**config.mk**
```make
export PLATFORM = sky130hd
export DESIGN_NAME = wb_grf_flat
export DESIGN_NICKNAME = d
export VERILOG_FILES = /design/src/rtl/grf_pkg.sv /design/src/rtl/wb_grf_if.sv /design/src/rtl/grf_read_port.sv /design/src/rtl/wb_grf.sv /design/src/flat_wrapper.sv
export SDC_FILE = /design/constraint.sdc
export NUM_CORES = 2
export LEC_CHECK = 0
export BUFFER_PORTS_ARGS = -buffer_cell sky130_fd_sc_hd__clkbuf_2
export CAP_MARGIN = 20
export CELL_PAD_IN_SITES_DETAIL_PLACEMENT = 0
export CELL_PAD_IN_SITES_GLOBAL_PLACEMENT = 1
export CORE_ASPECT_RATIO = 0.8
export CORE_MARGIN = 2
export CORE_UTILIZATION = 24
export DETAILED_ROUTE_END_ITERATION = 10
export PLACE_DENSITY_LB_ADDON = 0.1
export SETUP_SLACK_MARGIN = 0.1
export SYNTH_ARGS = -nofsm -noshare
export SYNTH_HDL_FRONTEND = slang
export SYNTH_SLANG_ARGS = --single-unit
```
**constraint.sdc**
```tcl
create_clock -name Clk -period 3.5 [get_ports Clk]
set_input_delay 0.7 -clock Clk [delete_from_list [all_inputs] [get_ports Clk]]
set_output_delay 0.7 -clock Clk [all_outputs]
set_load 0.05 [all_outputs]
```
**src/rtl/grf_pkg.sv**
```systemverilog
// Shared defaults for the writeback register file.
// Read data is combinational; there is no backpressure.
package grf_pkg;
  localparam int DEF_DW   = 32;
  localparam int DEF_AW   = 5;
  localparam int DEF_CW   = 16;
  localparam int NREG     = 2 ** DEF_AW;
  localparam int ZERO_REG = 0;
endpackage

```
**src/rtl/wb_grf_if.sv**
```systemverilog
// Register-file bus: writeback port, two decode read ports, write statistics.
// Reads are combinational; the bus has no handshake or backpressure.
interface wb_grf_if
  import grf_pkg::*;
#(
  parameter int DW = DEF_DW,
  parameter int AW = DEF_AW,
  parameter int CW = DEF_CW
);
  logic          RegWriteW;
  logic [AW-1:0] WriteRegW;
  logic [DW-1:0] WriteDataW;
  logic [AW-1:0] ReadReg1;
  logic [AW-1:0] ReadReg2;
  logic [DW-1:0] ReadData1;
  logic [DW-1:0] ReadData2;
  logic [CW-1:0] WriteCount;
  logic [AW-1:0] LastWriteReg;
  logic [DW-1:0] LastWriteData;

  modport master (
    output RegWriteW, WriteRegW, WriteDataW, ReadReg1, ReadReg2,
    input  ReadData1, ReadData2, WriteCount, LastWriteReg, LastWriteData
  );

  modport slave (
    input  RegWriteW, WriteRegW, WriteDataW, ReadReg1, ReadReg2,
    output ReadData1, ReadData2, WriteCount, LastWriteReg, LastWriteData
  );
endinterface

```
**src/rtl/grf_read_port.sv**
```systemverilog
// One combinational read port: index mux, register-0 and reset forcing to 0.
// Zero latency, no backpressure; GRF_BYPASS_EN forwards same-cycle write data.
module grf_read_port
  import grf_pkg::*;
#(
  parameter int DW = DEF_DW,
  parameter int AW = DEF_AW
) (
  input  logic                       i_rst_n,
  input  logic [AW-1:0]              i_idx,
  input  logic [(2**AW)-1:0][DW-1:0] i_regs,
  input  logic                       i_wr_en,
  input  logic [AW-1:0]              i_wr_idx,
  input  logic [DW-1:0]              i_wr_dat,
  output logic [DW-1:0]              o_dat
);
`ifndef GRF_BYPASS_EN
  logic w_unused_wr;
  assign w_unused_wr = &{1'b0, i_wr_en, i_wr_idx, i_wr_dat};
`endif

  always_comb begin
    o_dat = i_regs[i_idx];
`ifdef GRF_BYPASS_EN
    // i_wr_en already excludes index 0 and reset, so forwarding is always a real write
    if (i_wr_en && (i_wr_idx == i_idx)) o_dat = i_wr_dat;
`endif
    if (!i_rst_n || (i_idx == AW'(ZERO_REG))) o_dat = '0;
  end
endmodule

```
**src/rtl/wb_grf.sv**
```systemverilog
// Writeback general register file with write counter and last-write record; optional GRF_BYPASS_EN.
// Writes land on the rising Clk edge, reads are combinational; no backpressure.
module wb_grf
  import grf_pkg::*;
#(
  parameter int DW = DEF_DW,
  parameter int AW = DEF_AW,
  parameter int CW = DEF_CW
) (
  input  logic     Clk,
  input  logic     Rst_n,
  wb_grf_if.slave  bus
);
  localparam int NR = 2 ** AW;

  logic [NR-1:0][DW-1:0] r_regs;
  logic [CW-1:0]         r_wcnt;
  logic [AW-1:0]         r_last_reg;
  logic [DW-1:0]         r_last_dat;
  logic                  w_wr_en;

  assign w_wr_en = bus.RegWriteW && (bus.WriteRegW != AW'(ZERO_REG)) && Rst_n;

  always_ff @(posedge Clk or negedge Rst_n) begin
    if (!Rst_n) begin
      r_regs     <= '0;
      r_wcnt     <= '0;
      r_last_reg <= '0;
      r_last_dat <= '0;
    end else if (w_wr_en) begin
      r_regs[bus.WriteRegW] <= bus.WriteDataW;
      r_wcnt                <= r_wcnt + CW'(1);
      r_last_reg            <= bus.WriteRegW;
      r_last_dat            <= bus.WriteDataW;
    end
  end

  assign bus.WriteCount    = r_wcnt;
  assign bus.LastWriteReg  = r_last_reg;
  assign bus.LastWriteData = r_last_dat;

  grf_read_port #(.DW(DW), .AW(AW)) u_rd1 (
    .i_rst_n  (Rst_n),
    .i_idx    (bus.ReadReg1),
    .i_regs   (r_regs),
    .i_wr_en  (w_wr_en),
    .i_wr_idx (bus.WriteRegW),
    .i_wr_dat (bus.WriteDataW),
    .o_dat    (bus.ReadData1)
  );

  grf_read_port #(.DW(DW), .AW(AW)) u_rd2 (
    .i_rst_n  (Rst_n),
    .i_idx    (bus.ReadReg2),
    .i_regs   (r_regs),
    .i_wr_en  (w_wr_en),
    .i_wr_idx (bus.WriteRegW),
    .i_wr_dat (bus.WriteDataW),
    .o_dat    (bus.ReadData2)
  );
endmodule

```
**src/flat_wrapper.sv**
```systemverilog
// flat-port wrapper written by rule: the top's interface ports become plain ports
module wb_grf_flat import grf_pkg::*;
#(
  parameter int DW = DEF_DW,
  parameter int AW = DEF_AW,
  parameter int CW = DEF_CW
)
  (Clk, Rst_n, bus_RegWriteW, bus_WriteRegW, bus_WriteDataW, bus_ReadReg1, bus_ReadReg2, bus_ReadData1, bus_ReadData2, bus_WriteCount, bus_LastWriteReg, bus_LastWriteData);
  wb_grf_if #(.DW(DW), .AW(AW), .CW(CW)) bus_i ();
  input  logic Clk;
  input  logic Rst_n;
  input wire logic [$bits(bus_i.RegWriteW)-1:0] bus_RegWriteW;
  input wire logic [$bits(bus_i.WriteRegW)-1:0] bus_WriteRegW;
  input wire logic [$bits(bus_i.WriteDataW)-1:0] bus_WriteDataW;
  input wire logic [$bits(bus_i.ReadReg1)-1:0] bus_ReadReg1;
  input wire logic [$bits(bus_i.ReadReg2)-1:0] bus_ReadReg2;
  output wire logic [$bits(bus_i.ReadData1)-1:0] bus_ReadData1;
  output wire logic [$bits(bus_i.ReadData2)-1:0] bus_ReadData2;
  output wire logic [$bits(bus_i.WriteCount)-1:0] bus_WriteCount;
  output wire logic [$bits(bus_i.LastWriteReg)-1:0] bus_LastWriteReg;
  output wire logic [$bits(bus_i.LastWriteData)-1:0] bus_LastWriteData;
  assign bus_i.RegWriteW = bus_RegWriteW;
  assign bus_i.WriteRegW = bus_WriteRegW;
  assign bus_i.WriteDataW = bus_WriteDataW;
  assign bus_i.ReadReg1 = bus_ReadReg1;
  assign bus_i.ReadReg2 = bus_ReadReg2;
  assign bus_ReadData1 = bus_i.ReadData1;
  assign bus_ReadData2 = bus_i.ReadData2;
  assign bus_WriteCount = bus_i.WriteCount;
  assign bus_LastWriteReg = bus_i.LastWriteReg;
  assign bus_LastWriteData = bus_i.LastWriteData;
  wb_grf #(.DW(DW), .AW(AW), .CW(CW)) u_core (.Clk(Clk), .Rst_n(Rst_n), .bus(bus_i));
endmodule
```
==> flow_metrics.tcl <==
set metrics [dict create \
    finalHoldViolations 0 \
    ys_types 48 \
    io_pins 167 \
    stdcell_area_um2 71000 \
    synth_seq_cells 1077 \
    clk_pin_slew_worst_paths_ns 0.06 \
    status "finished with violations" \
    avgViaCountPerCell 5.06 \
    drc 0 \
    synth_area_um2 56800 \
    syn-num-nets 4230 \
    synth_top_family_by_area "multiplexers" \
    fin_setup_tns_ns -0.0445 \
    ys_top_cells_by_area "dfrtp_1 (47%), mux2_2 (24%), mux4_2 (10%)" \
    grt_pass1_wl_um 346000 \
    ys_seq_area_share_pct 47.5 \
    arrival_ns 2.83 \
    maxCapViolCount 0 \
    nFillCells 23415 \
    r2r-end "u_core.bus.WriteCount[15]$_DFFE_PN0P_" \
    cts_sinks 1077 \
    die-width_um 548 \
    first_pass_iters 5 \
    clk_latency_ns 0.79 \
    critPathKind "register to output pin" \
    ys_warn_count 0 \
    grt_overflow_total 0 \
    core-area_um2 235000 \
    rows 159 \
    drive_gt1_share_pct 52.0 \
    vias 38954 \
    numCtsBuffers 146 \
    violations "setup timing" \
    hold_slack_ns 0.0837 \
    min_period_ns 3.53 \
    drv_slew 0 \
    rsz0062_at_grt "yes" \
    synthMuxAreaShare_pct 38.9 \
    first_global_vias 40178 \
    worst_slew_pin_slew_ns 1.11 \
    fp.dieH_um 439 \
    r2r_slack_ns 1.55 \
    grt_antenna_before_repair 18 \
    finalCritPeriodShare_pct 101 \
    cts_tree "built" \
    synthXorXnorAreaFrac_pct 0.231 \
    wl_per_cell_um 32.4 \
    hold_path_class "primary input to async pin" \
    cts_root_buf "clkbuf_16" \
    drt_wl_total_um 249000 \
    die_area_um2 240000 \
    hpwl_um 163000 \
    avgSynthCellArea_um2 13.6 \
    start_util_pct 24.2 \
    drtAntennaViolNets 0 \
    synth_top_cell_by_area "dfrtp_1" \
    place_area_um2 65500 \
    startpoint_type "register" \
    synth-compound-area-share_pct 5.70 \
    area_growth_pct 25.1 \
    grt_start_max_net_pins 149 \
    r2r_cells 4 \
    synth-simple-area-share_pct 4.21 \
    port_buffers 166 \
    end_kind "output pin" \
    synth_adder_area_share_pct 0.0220 \
    finalWorstSetupSlack_ns -0.0309 \
    track_usage_pct 20.5 \
    cts_max_level 4 \
    worst_clock_skew_ns 0.00909 \
    max-vdd-ir-drop_mv 0.340 \
    syn_inst 4179 \
    globalplace.congestion 0.766 \
    fmax_mhz 283 \
    worstPathRequired_ns 2.80 \
    leakage_uw 0.0313 \
    drtIter0Drc 2930 \
    p_per_area_nw_per_um2 520 \
    setup_violations 2 \
    fin_nets 4511 \
    synth_top_cell_area_share_pct 47.5 \
    r2r-start "u_core.bus.WriteCount[3]$_DFFE_PN0P_" \
    maxSlewHeadroom_pct 25.9 \
    cp_max_fo 3 \
    cts.path.max_buffers 4 \
]
-- flip-flops by register name, summed over array words and instances, names as in the netlist --
| register | flops |
|---|---|
| u_core.bus.LastWriteData | 32 |
| u_core.r_regs | 1024 |
| u_core.bus.LastWriteReg | 5 |
| u_core.bus.WriteCount | 16 |
-- logic make-up (layout without fill, tap and decap cells) --
kind of cell	Yosys count	count (layout)
compound gates	454	454
flops	1077	1077
buf+inv	463	840
xor+xnor	15	15
fa+ha+maj	1	1
mux	1736	1736
simple gates	433	433
other cells	0	4
-- cell usage after synthesis (all sizes together) --
cell and instances:
nand3b 3, nor4bb 2, dfrtp 1077, nor3b 7, and4b 3, buf 257, a21oi 1, o31a 32
and4 1, or2 3, a22oi 161, a22o 32, o21ai 65, or3 31, nand3 104, and4bb 1
inv 2, nor2 26, and2 7, nand4 71, a31oi 31, xor2 1, mux4 252, nor2b 73
or4 1, a2111oi 1, mux2 1224, and3 7, a211oi 65, and3b 1, nand4b 1, mux2i 260
o221ai 1, clkbuf 204, nor3 5, xnor2 14, o22ai 65, nand2 82, ha 1, nand2b 4
-- cells in the final DEF (no fill, tap or decap), drive strengths merged, types with 5 or more instances in the layout --
cell | synthesis | final
a31oi | 31 | 31
nand3 | 104 | 104
buf | 257 | 490
bufinv | 0 | 5
o22ai | 65 | 65
nand4 | 71 | 71
nand2 | 82 | 82
inv | 2 | 7
clkinv | 0 | 20
nor3 | 5 | 5
clkbuf | 204 | 312
a22oi | 161 | 161
and3 | 7 | 7
nor2b | 73 | 73
a211oi | 65 | 65
mux4 | 252 | 252
mux2i | 260 | 260
or3 | 31 | 31
dfrtp | 1077 | 1077
and2 | 7 | 7
o21ai | 65 | 65
nor3b | 7 | 7
o31a | 32 | 32
xnor2 | 14 | 14
mux2 | 1224 | 1224
a22o | 32 | 32
nor2 | 26 | 26
-- through the flow --
step	setup WS, ns	util (%)	instances	total power (uW)
floorplan	0.235	-	4179	19400
global placement	-0.241	27.9	7415	22200
detailed placement	-0.239	27.9	7416	22200
CTS	-0.195	30.1	7686	37500
global route	-0.153	30.2	7695	38600
finish	-0.0309	30.2	7699	36900
-- area by class of cell --
type                            instances  area, um2  share of cell area (%)
Tap cell                             3139       3930                    5.53
Timing Repair Buffer                  594       6990                    9.84
Inverter                                2       7.51                  0.0106
Sequential cell                      1077      27000                    38.0
Clock buffer                          212       4260                    6.00
Antenna cell                            4       10.0                  0.0141
Multi-Input combinational cell       2639      28500                    40.2
Clock inverter                         32        309                   0.435
-- how the worst max path moves through the flow --
stage / end / cells past startpoint / startpoint / slack (ns)
global route: bus_ReadData1[22] / 6 / u_core.r_regs[470]$_DFFE_PN0P_ / -0.15
floorplan: bus_ReadData2[11] / 7 / bus_ReadReg2[0] / 0.23
detailed placement: bus_ReadData1[22] / 8 / bus_ReadReg1[1] / -0.24
CTS: bus_ReadData1[22] / 6 / u_core.r_regs[470]$_DFFE_PN0P_ / -0.19
finish: bus_ReadData1[22] / 6 / u_core.r_regs[470]$_DFFE_PN0P_ / -0.03
global placement: bus_ReadData1[22] / 8 / bus_ReadReg1[0] / -0.24
-- what timing repair did --
action / 4_1_cts / 5_1_grt
buffers inserted: 22 / 8
endpoints found under the setup margin: 56 / 44
endpoints found under the hold margin: 15 / 0
hold buffers: 3 / 0
pin swaps: 50 / 16
gates cloned: 1 / 1
resized for setup: 78 / 26
-- power by group --
part	switching (uW)	total [uW]	internal, uW
logic	3370	6770	3400
registers	1250	15300	14100
clock network	6070	14800	8770
total	10700	36900	26300
-- worst max-delay path, cell delays in order, from the launching register on --
cell and delay [ns]:
dfrtp_1 0.41, mux4_2 0.47, a22o_1 0.23, a31oi_1 0.16, nand4_1 0.33, buf_4 0.28, buf_12 0.14
-- metal layers --
layer | part of all wire [%] | vias up | track usage [%]
met3 | 3.8 | 264 | 2.67
met5 | 0 | - | 0
li1 | - | 16459 | -
met4 | 2.2 | 0 | 4.60
met2 | 44 | 891 | 31.4
met1 | 50 | 21340 | 30.6
Power figures use the tool's default switching activity.
